**src/rtl/vend_pkg.sv**
```systemverilog
`default_nettype none
// +--------------------------------------------------------------------+
// | vend_pkg : shared types and constants for the vending controller   |
// | Rev 1.0                                                            |
// +--------------------------------------------------------------------+
package vend_pkg;

  typedef enum logic [1:0] {
    ST_IDLE   = 2'd0,
    ST_VEND   = 2'd1,
    ST_PAYOUT = 2'd2,
    ST_DONE   = 2'd3
  } state_t;

  localparam logic [6:0] NICKEL_CENTS  = 7'd5;
  localparam logic [6:0] DIME_CENTS    = 7'd10;
  localparam logic [6:0] QUARTER_CENTS = 7'd25;

  localparam int DEFAULT_PRICE0        = 15;
  localparam int DEFAULT_PRICE1        = 25;
  localparam int DEFAULT_PRICE2        = 35;
  localparam int DEFAULT_PRICE3        = 50;
  localparam int DEFAULT_MAX_CREDIT    = 95;
  localparam int DEFAULT_MOTOR_TIMEOUT = 255;

  // Amount left after paying out one coin (dime first, a lone nickel last).
  function automatic logic [6:0] pay_step(input logic [6:0] amt);
    pay_step = (amt >= DIME_CENTS) ? (amt - DIME_CENTS) : 7'd0;
  endfunction

endpackage
`default_nettype wire

```
**src/rtl/vend_controller_change_payout.sv**
```systemverilog
`default_nettype none
// +--------------------------------------------------------------------+
// | change_payout : pays an amount out as one dime/nickel per cycle    |
// | Rev 1.0                                                            |
// +--------------------------------------------------------------------+
module change_payout
  import vend_pkg::*;
(
  input  logic       clk,
  input  logic       reset,
  input  logic       load,
  input  logic [6:0] amount,
  input  logic       adv,
  output logic       ret_dime,
  output logic       ret_nickel,
  output logic       zero
);

  logic [6:0] amt_q, amt_d;
  logic [6:0] src;
  logic       ret_dime_q, ret_dime_d;
  logic       ret_nickel_q, ret_nickel_d;

  // The first coin is issued on the load itself so pulses line up with payout cycles.
  always_comb begin
    src          = load ? amount : amt_q;
    amt_d        = amt_q;
    ret_dime_d   = 1'b0;
    ret_nickel_d = 1'b0;
    if (load || adv) begin
      if (src >= DIME_CENTS) begin
        ret_dime_d = 1'b1;
      end else if (src == NICKEL_CENTS) begin
        ret_nickel_d = 1'b1;
      end
      amt_d = pay_step(src);
    end
  end

  always_ff @(posedge clk) begin
    if (reset) begin
      amt_q        <= 7'd0;
      ret_dime_q   <= 1'b0;
      ret_nickel_q <= 1'b0;
    end else begin
      amt_q        <= amt_d;
      ret_dime_q   <= ret_dime_d;
      ret_nickel_q <= ret_nickel_d;
    end
  end

  assign ret_dime   = ret_dime_q;
  assign ret_nickel = ret_nickel_q;
  assign zero       = (amt_q == 7'd0);

endmodule
`default_nettype wire

```
**src/rtl/vend_controller.sv**
```systemverilog
`default_nettype none
// +--------------------------------------------------------------------+
// | vend_controller : credit, selection, motor handshake and payout    |
// | Rev 1.0                                                            |
// +--------------------------------------------------------------------+
module vend_controller
  import vend_pkg::*;
#(
  parameter int PRICE0        = DEFAULT_PRICE0,
  parameter int PRICE1        = DEFAULT_PRICE1,
  parameter int PRICE2        = DEFAULT_PRICE2,
  parameter int PRICE3        = DEFAULT_PRICE3,
  parameter int MAX_CREDIT    = DEFAULT_MAX_CREDIT,
  parameter int MOTOR_TIMEOUT = DEFAULT_MOTOR_TIMEOUT
) (
  input  logic       clk,
  input  logic       reset,
  input  logic       nickel,
  input  logic       dime,
  input  logic       quarter,
  input  logic       sel_valid,
  input  logic [1:0] sel,
  input  logic       cancel,
  input  logic       motor_ack,
  output logic       motor_req,
  output logic [1:0] motor_sel,
  output logic       ret_nickel,
  output logic       ret_dime,
  output logic       coin_reject,
  output logic       nsf,
  output logic       fault,
  output logic       done,
  output logic       busy,
  output logic [6:0] credit
);

  localparam logic [7:0] C_MAX_CREDIT = 8'(MAX_CREDIT);
  localparam logic [8:0] C_TIMEOUT    = 9'(MOTOR_TIMEOUT);

  state_t     state_q, state_d;
  logic [6:0] credit_q, credit_d;
  logic [7:0] cnt_q, cnt_d;
  logic [1:0] motor_sel_q, motor_sel_d;
  logic       motor_req_q, motor_req_d;
  logic       coin_reject_q, coin_reject_d;
  logic       nsf_q, nsf_d;
  logic       fault_q, fault_d;
  logic       done_q, done_d;
  logic       busy_q, busy_d;

  logic       pay_load, pay_adv, pay_zero;
  logic [6:0] pay_amount;

  logic [1:0] coin_cnt;
  logic       any_coin, coin_ok;
  logic [6:0] coin_val;
  logic [7:0] coin_sum;
  logic [6:0] sel_price, vend_price, refund;
  logic [8:0] cnt_next;
  logic       timeout_hit;

  function automatic logic [6:0] price_of(input logic [1:0] idx);
    case (idx)
      2'd0:    price_of = 7'(PRICE0);
      2'd1:    price_of = 7'(PRICE1);
      2'd2:    price_of = 7'(PRICE2);
      default: price_of = 7'(PRICE3);
    endcase
  endfunction

  always_comb begin
    coin_cnt    = 2'(nickel) + 2'(dime) + 2'(quarter);
    any_coin    = (coin_cnt != 2'd0);
    coin_val    = quarter ? QUARTER_CENTS : (dime ? DIME_CENTS : (nickel ? NICKEL_CENTS : 7'd0));
    coin_sum    = {1'b0, credit_q} + {1'b0, coin_val};
    coin_ok     = (coin_cnt == 2'd1) && !sel_valid && !cancel && (coin_sum <= C_MAX_CREDIT);
    sel_price   = price_of(sel);
    vend_price  = price_of(motor_sel_q);
    refund      = credit_q + vend_price;
    cnt_next    = {1'b0, cnt_q} + 9'd1;
    timeout_hit = (cnt_next == C_TIMEOUT);
  end

  // Registered outputs are computed from the next state, so each pulse is
  // visible during the state it belongs to.
  always_comb begin
    state_d       = state_q;
    credit_d      = credit_q;
    cnt_d         = cnt_q;
    motor_sel_d   = motor_sel_q;
    motor_req_d   = 1'b0;
    coin_reject_d = 1'b0;
    nsf_d         = 1'b0;
    fault_d       = 1'b0;
    done_d        = 1'b0;
    pay_load      = 1'b0;
    pay_adv       = 1'b0;
    pay_amount    = credit_q;

    unique case (state_q)
      ST_IDLE: begin
        if (cancel) begin
          if (credit_q != 7'd0) begin
            state_d  = ST_PAYOUT;
            pay_load = 1'b1;
            credit_d = pay_step(credit_q);
          end
        end else if (sel_valid) begin
          if (credit_q >= sel_price) begin
            credit_d    = credit_q - sel_price;
            motor_sel_d = sel;
            cnt_d       = 8'd0;
            motor_req_d = 1'b1;
            state_d     = ST_VEND;
          end else begin
            nsf_d = 1'b1;
          end
        end
        if (any_coin) begin
          if (coin_ok) begin
            credit_d = coin_sum[6:0];
          end else begin
            coin_reject_d = 1'b1;
          end
        end
      end

      ST_VEND: begin
        cnt_d = cnt_next[7:0];
        if (motor_ack) begin
          if (credit_q != 7'd0) begin
            state_d  = ST_PAYOUT;
            pay_load = 1'b1;
            credit_d = pay_step(credit_q);
          end else begin
            state_d = ST_DONE;
            done_d  = 1'b1;
          end
        end else if (timeout_hit) begin
          fault_d    = 1'b1;
          state_d    = ST_PAYOUT;
          pay_load   = 1'b1;
          pay_amount = refund;
          credit_d   = pay_step(refund);
        end else begin
          motor_req_d = 1'b1;
        end
      end

      ST_PAYOUT: begin
        if (pay_zero) begin
          state_d = ST_DONE;
          done_d  = 1'b1;
        end else begin
          pay_adv  = 1'b1;
          credit_d = pay_step(credit_q);
        end
      end

      ST_DONE: begin
        state_d = ST_IDLE;
      end

      default: begin
        state_d = ST_IDLE;
      end
    endcase

    if (state_q != ST_IDLE) begin
      coin_reject_d = any_coin;
    end
    busy_d = (state_d != ST_IDLE);
  end

  always_ff @(posedge clk) begin
    if (reset) begin
      state_q       <= ST_IDLE;
      credit_q      <= 7'd0;
      cnt_q         <= 8'd0;
      motor_sel_q   <= 2'd0;
      motor_req_q   <= 1'b0;
      coin_reject_q <= 1'b0;
      nsf_q         <= 1'b0;
      fault_q       <= 1'b0;
      done_q        <= 1'b0;
      busy_q        <= 1'b0;
    end else begin
      state_q       <= state_d;
      credit_q      <= credit_d;
      cnt_q         <= cnt_d;
      motor_sel_q   <= motor_sel_d;
      motor_req_q   <= motor_req_d;
      coin_reject_q <= coin_reject_d;
      nsf_q         <= nsf_d;
      fault_q       <= fault_d;
      done_q        <= done_d;
      busy_q        <= busy_d;
    end
  end

  change_payout u_change_payout (
    .clk        (clk),
    .reset      (reset),
    .load       (pay_load),
    .amount     (pay_amount),
    .adv        (pay_adv),
    .ret_dime   (ret_dime),
    .ret_nickel (ret_nickel),
    .zero       (pay_zero)
  );

  assign motor_req   = motor_req_q;
  assign motor_sel   = motor_sel_q;
  assign coin_reject = coin_reject_q;
  assign nsf         = nsf_q;
  assign fault       = fault_q;
  assign done        = done_q;
  assign busy        = busy_q;
  assign credit      = credit_q;

endmodule
`default_nettype wire

```
**config.mk**
```make
export PLATFORM = sky130hd
export DESIGN_NAME = vend_controller
export DESIGN_NICKNAME = d
export VERILOG_FILES = /design/src/rtl/vend_pkg.sv /design/src/rtl/vend_controller_change_payout.sv /design/src/rtl/vend_controller.sv
export SDC_FILE = /design/constraint.sdc
export NUM_CORES = 1
export LEC_CHECK = 0
export CAP_MARGIN = 5
export CORE_MARGIN = 5
export CORE_UTILIZATION = 35
export DETAILED_ROUTE_END_ITERATION = 12
export PLACE_DENSITY = 0.6
export SYNTH_ARGS = -nofsm -noshare
export SYNTH_HDL_FRONTEND = slang
export SYNTH_SLANG_ARGS = --single-unit
```
**constraint.sdc**
```tcl
create_clock -name clk -period 3.95 [get_ports clk]
set_input_delay 0.395 -clock clk [delete_from_list [all_inputs] [get_ports clk]]
set_output_delay 0.395 -clock clk [all_outputs]
set_load 0.05 [all_outputs]
```
==> qor.txt, run 1 <==
Core Region: 10,100 µm²
Layout area overhead: 13.7%
Final Hold Viols: 0
Final period util: 85.3%
RSZ-0062 raised after global routing: false
Initial Utilization: 35.3%
Slew HR: 50.4%
CTS tree: done
Critical R2R Launch: cnt_q[1]
Syn nets: 520
WP data arrival: 3560 ps
PostCTS Resize Cnt: 0
Status: finished clean
Avg Synthesized Cell Area: 7.46 µm²
GRT Util Overall: 16.3%
Routed WL: 10,500 µm
Total grt overflow: 0
Crit end category: flop
Fraction of registers with async set/reset: 0%
Root Driver: clkbuf_8
Post-DP Area: 3980 µm²
EDFF count, synth: 0
Multi-input gate area: 2700 µm²
Ratio of cells with drive above 1 in the final layout: 8.57%
Hold slack: 474 ps
DIE HEIGHT: 111 µm
Wire length per cell: 16.5 µm
Fin area: 4070 µm²
Critical path peak fanout: 13
CP required: 4140 ps
Drt first pass iters: 5
Max Freq: 0.297 GHz
CTS buffer count: 5
Critical path type: reg -> reg
Die span in x: 111 µm
Gpl congestion: 0.922
Hold Crit Depth: 2
Worst hold path type: reg -> reg
Htree depth: 2
Filler cells: 1,081
Worst-Margin Slew: 742 ps
Startpoint types: flop
LEAKAGE: 1.63 nW
Number of diodes: 0
CTS Buffer Depth: 2
Hold Buf Count CTS: 0
Row count: 37
FF-to-FF path depth: 12
Area contributors post-synth: dfxtp_1 (19%), ha_1 (9.1%), a21oi_1 (5.9%)
DRC violations left: 0
Routed Antenna Nets: 0
Final min period: 3370 ps
CTS clk-pin slew, worst paths: 70 ps
Worst-Skew Late Latency: 290 ps
Vias in the first global route: 3,456
Sequential area share after synthesis: 19.0%
Syn. warnings: 0
Setup Buffers After CTS: 0
Most numerous cell in the Yosys netlist: nand2_1
Fin util: 40.2%
Sequential Area: 681 µm²
Mapped Area: 3580 µm²
Die ar.: 12,400 µm²
Worst Skew: 2.93 ps
Drt first-iter violations: 282
Sink Count: 34
Synth area leader: dfxtp_1
R2R setup slack: 580 ps
Final setup viols: 0
Synth Instances: 480
Nets@finish: 541
HPWL Detailed: 8180 µm
Top_reg_cell synth: dfxtp_1
DR vias/cell: 5.79
First-pass GRT wire length: 17,100 µm
IO buf count: 26
Slew Viols, Final: 0
Max_cap viols: 0
# IOs: 27
FF+latch count, synth: 34
Pin count of the biggest net entering global routing: 19
Worst vdd ir: 0.000393 V
Vias after detailed routing: 3,693
Hold Path End: u_change_payout.amt_q[0]
Setup TNS: 0 ps
Antenna violations before repair: 0
Library cells used by synthesis: 83
Power density over the cells: 738 nW/µm²
Hold Crit Start: u_change_payout.amt_q[0]
Worst flop-to-flop path endpoint: u_change_payout.ret_nickel
Top cell type's share of synthesized area: 19.0%
Commonest cells in the netlist: nand2_1 (56), nor2_1 (46), a21oi_1 (42), dfxtp_1 (34), o21ai_0 (31)
## flip-flops by register name, summed over array words and instances (netlist names), 2 cells and up
name / cells
cnt_q: 8
credit: 7
motor_sel: 2
state_q: 2
u_change_payout.amt_q: 7
## area by class of cell
| cell class | instances | share of cell area, % |
|---|---|---|
| tap | 136 | 4.18 |
| multi-input combinational | 398 | 66.3 |
| clock inverter | 2 | 0.307 |
| timing repair buffer | 34 | 7.86 |
| clock buffer | 6 | 2.03 |
| inverter | 28 | 2.58 |
| sequential | 34 | 16.7 |
## where the power goes
| group | internal [mW] | switching, mW |
|---|---|---|
| registers | 0.424 | 0.127 |
| logic | 0.808 | 1.37 |
| clock network | 0.140 | 0.135 |
| total | 1.37 | 1.63 |
## critical path: stages, from the launching register on
cell      delay (ps)
dfxtp_1          420
ha_1             310
nand2_1           90
o31ai_2          200
a32oi_2          130
nor3_4           510
a21oi_1           80
a21oi_1          250
ha_1             250
nor2_1            70
mux2i_2          380
o211ai_2         270
nor4_1           320
## how the worst max path moves through the flow
stage | from | end | slack, ps | depth (start not counted)
finish | cnt_q[1] | u_change_payout.ret_nickel | 580 | 12
global placement | dime | credit[0] | 650 | 12
detailed placement | dime | credit[3] | 530 | 12
floorplan | motor_sel[1] | u_change_payout.amt_q[2] | 800 | 11
CTS | cnt_q[1] | u_change_payout.ret_nickel | 570 | 12
global route | cnt_q[1] | u_change_payout.ret_nickel | 260 | 12
## per-layer routing
metal	global-route usage, %	share of wire (%)	vias up	routed length (µm)
met5	0	0	-	0
met4	3.08	0.77	0	81
met3	1.91	5.2	9	543
met2	27.9	48	111	5010
met1	22.2	47	1765	4900
li1	-	-	1808	-
## cell usage in the layout (no fill, tap or decap), types with 4 or more instances in the layout
cell / n
nor2_1: 46
nand4_1: 4
a211oi_1: 6
clkdlybuf4s50_1: 26
clkbuf_8: 6
and3_1: 7
nand3_1: 14
nand2_1: 56
inv_1: 28
xor2_1: 7
nor3_1: 12
o211ai_1: 5
o21ai_0: 31
nor3b_1: 6
dfxtp_1: 34
o221ai_1: 4
buf_4: 8
nor4_1: 5
a31oi_1: 4
mux2_2: 4
a21oi_1: 42
a21o_1: 12
mux2i_1: 9
fa_1: 4
ha_1: 26
nand2b_1: 8
xnor2_1: 8
## cells by family (layout without fill, tap and decap cells)
family / count (synthesis) / after routing / share of synthesized area, %
buffers and inverters: 48 / 70 / 5.55
AOI/OAI and AO/OA: 151 / 151 / 29.4
xor gates and xnor gates: 15 / 15 / 3.67
and+or+nand+nor: 187 / 187 / 26.5
DFF: 34 / 34 / 19.0
adders and majority gates: 30 / 30 / 11.3
muxes: 15 / 15 / 4.54
## per-stage QoR
stage                     power (mW)  setup WS [ps]  std cells
final                           3.01            581        638
after global routing            3.24            259        638
after CTS                       2.98            567        638
after detailed placement        2.69            528        630
after global placement          2.68            652        630
after floorplan                 2.17            804        480
(Power assumes the default switching activity.)
==> inputs of run 2 (changes only) <==
--- a/config.mk
+++ b/config.mk
@@ -7,9 +7,9 @@
 export LEC_CHECK = 0
 export CAP_MARGIN = 5
 export CORE_MARGIN = 5
-export CORE_UTILIZATION = 35
+export CORE_UTILIZATION = 45
 export DETAILED_ROUTE_END_ITERATION = 12
-export PLACE_DENSITY = 0.6
+export PLACE_DENSITY = 0.72
 export SYNTH_ARGS = -nofsm -noshare
 export SYNTH_HDL_FRONTEND = slang
 export SYNTH_SLANG_ARGS = --single-unit
==> qor.txt, run 2 (synthesized netlist as in run 1, its figures left out) <==
# IOs: 27
Initial Utilization: 46.4%
Hold Crit Start: u_change_payout.amt_q[0]
FF-to-FF path depth: 12
Antenna violations before repair: 0
LEAKAGE: 1.63 nW
DIE HEIGHT: 99.2 µm
IO buf count: 26
Gpl congestion: 0.954
Hold slack: 470 ps
Setup TNS: 0 ps
Hold Buf Count CTS: 0
Worst vdd ir: 0.000371 V
Final min period: 3250 ps
Setup Buffers After CTS: 0
DRC violations left: 0
Commonest non-fill, non-tap cell in the layout: nand2_1
Startpoint types: flop
Power density over the cells: 740 nW/µm²
Hold Crit Depth: 2
Total grt overflow: 0
Status: finished clean
Worst-Skew Late Latency: 290 ps
Finished Layout Cells: 604
Final setup viols: 0
Drt first pass iters: 6
Worst-Margin Slew: 744 ps
WP data arrival: 3420 ps
DR vias/cell: 6.15
Vias after detailed routing: 3,713
Wire length per cell: 16.3 µm
Crit end category: flop
Routed Antenna Nets: 0
Worst Skew: 4.77 ps
CTS tree: done
PostCTS Resize Cnt: 0
Most frequent cells in the layout: nand2_1 (56), nor2_1 (46), a21oi_1 (42), dfxtp_1 (34), o21ai_0 (31)
Max_cap viols: 0
Htree depth: 2
Pwr Total: 2.98 mW
Core Region: 7730 µm²
Final period util: 82.3%
Reg with most FFs: cnt_q
Layout area overhead: 12.4%
Critical path type: reg -> reg
Pin count of the biggest net entering global routing: 19
Worst hold path type: reg -> reg
Root Driver: clkbuf_8
CTS clk-pin slew, worst paths: 70 ps
Dpl cells: 596
Drt first-iter violations: 408
Max Freq: 0.308 GHz
Slew Viols, Final: 0
Filler cells: 741
Slew HR: 50.3%
CTS Buffer Depth: 2
CP required: 4110 ps
Vias in the first global route: 3,474
Multi-input gate area: 2700 µm²
Critical R2R Launch: motor_sel[0]
Die span in x: 99.2 µm
Number of diodes: 0
Max reg flops: 8
Die ar.: 9840 µm²
Row count: 32
GRT Util Overall: 20.3%
Sequential Area: 681 µm²
R2R setup slack: 700 ps
Critical path peak fanout: 6
RSZ-0062 raised after global routing: false
CTS buffer count: 5
HPWL Detailed: 7630 µm
Worst flop-to-flop path endpoint: credit[3]
Hold Path End: u_change_payout.amt_q[0]
Nets@finish: 541
Final Hold Viols: 0
First-pass GRT wire length: 16,600 µm
Routed WL: 9850 µm
Ratio of cells with drive above 1 in the final layout: 8.37%
Sink Count: 34
==> run 2: worst max path at each step <==
stage	slack [ps]	from	depth (start not counted)	end
3_3_place_gp	690	dime	12	credit[3]
3_5_place_dp	480	dime	12	credit[3]
5_1_grt	380	cnt_q[1]	13	u_change_payout.amt_q[2]
2_1_floorplan	800	motor_sel[1]	11	u_change_payout.amt_q[2]
4_1_cts	730	motor_sel[0]	12	credit[3]
6_report	700	motor_sel[0]	12	credit[3]
==> run 2: cell type report <==
cell class	count	share of cell area (%)
clock buffer	7	2.14
clock inverter	1	0.124
inverter	28	2.61
multi-input combinational	398	67.1
sequential	34	16.9
tap	102	3.17
timing repair buffer	34	7.95
==> run 2: critical path, cell delays in order (launching register included) <==
cell       delay (ps)
dfxtp_1           460
nand2_1            80
ha_1              230
fa_1              430
xor2_1            370
inv_1              90
ha_1              250
o31a_1            120
o32ai_1           380
o31ai_2           160
nor2_1            140
nor3_1             70
a2111oi_0         360
==> run 2: per-stage QoR <==
stage	utilization, %	instance area [µm²]	worst slack [ps]
final	52.1	4030	698
after detailed placement	50.9	3940	482
after floorplan	-	3580	804
after global routing	52.1	4030	378
after CTS	52.1	4030	732
after global placement	50.9	3940	689
==> run 2: report_power, final <==
group | switching (mW) | internal (mW) | leakage, nW
logic | 1.36 | 0.808 | 1.30
registers | 0.123 | 0.424 | 0.277
clock network | 0.127 | 0.141 | 0.0482
total | 1.61 | 1.37 | 1.63
==> run 2: routing by layer <==
layer / part of all wire [%] / up-vias / global-route usage [%]
met4: 1.6 / 0 / 5.78
met3: 8.5 / 21 / 4.49
met2: 45 / 169 / 32.1
met5: 0 / - / 0
met1: 45 / 1715 / 27.9
li1: - / 1808 / -
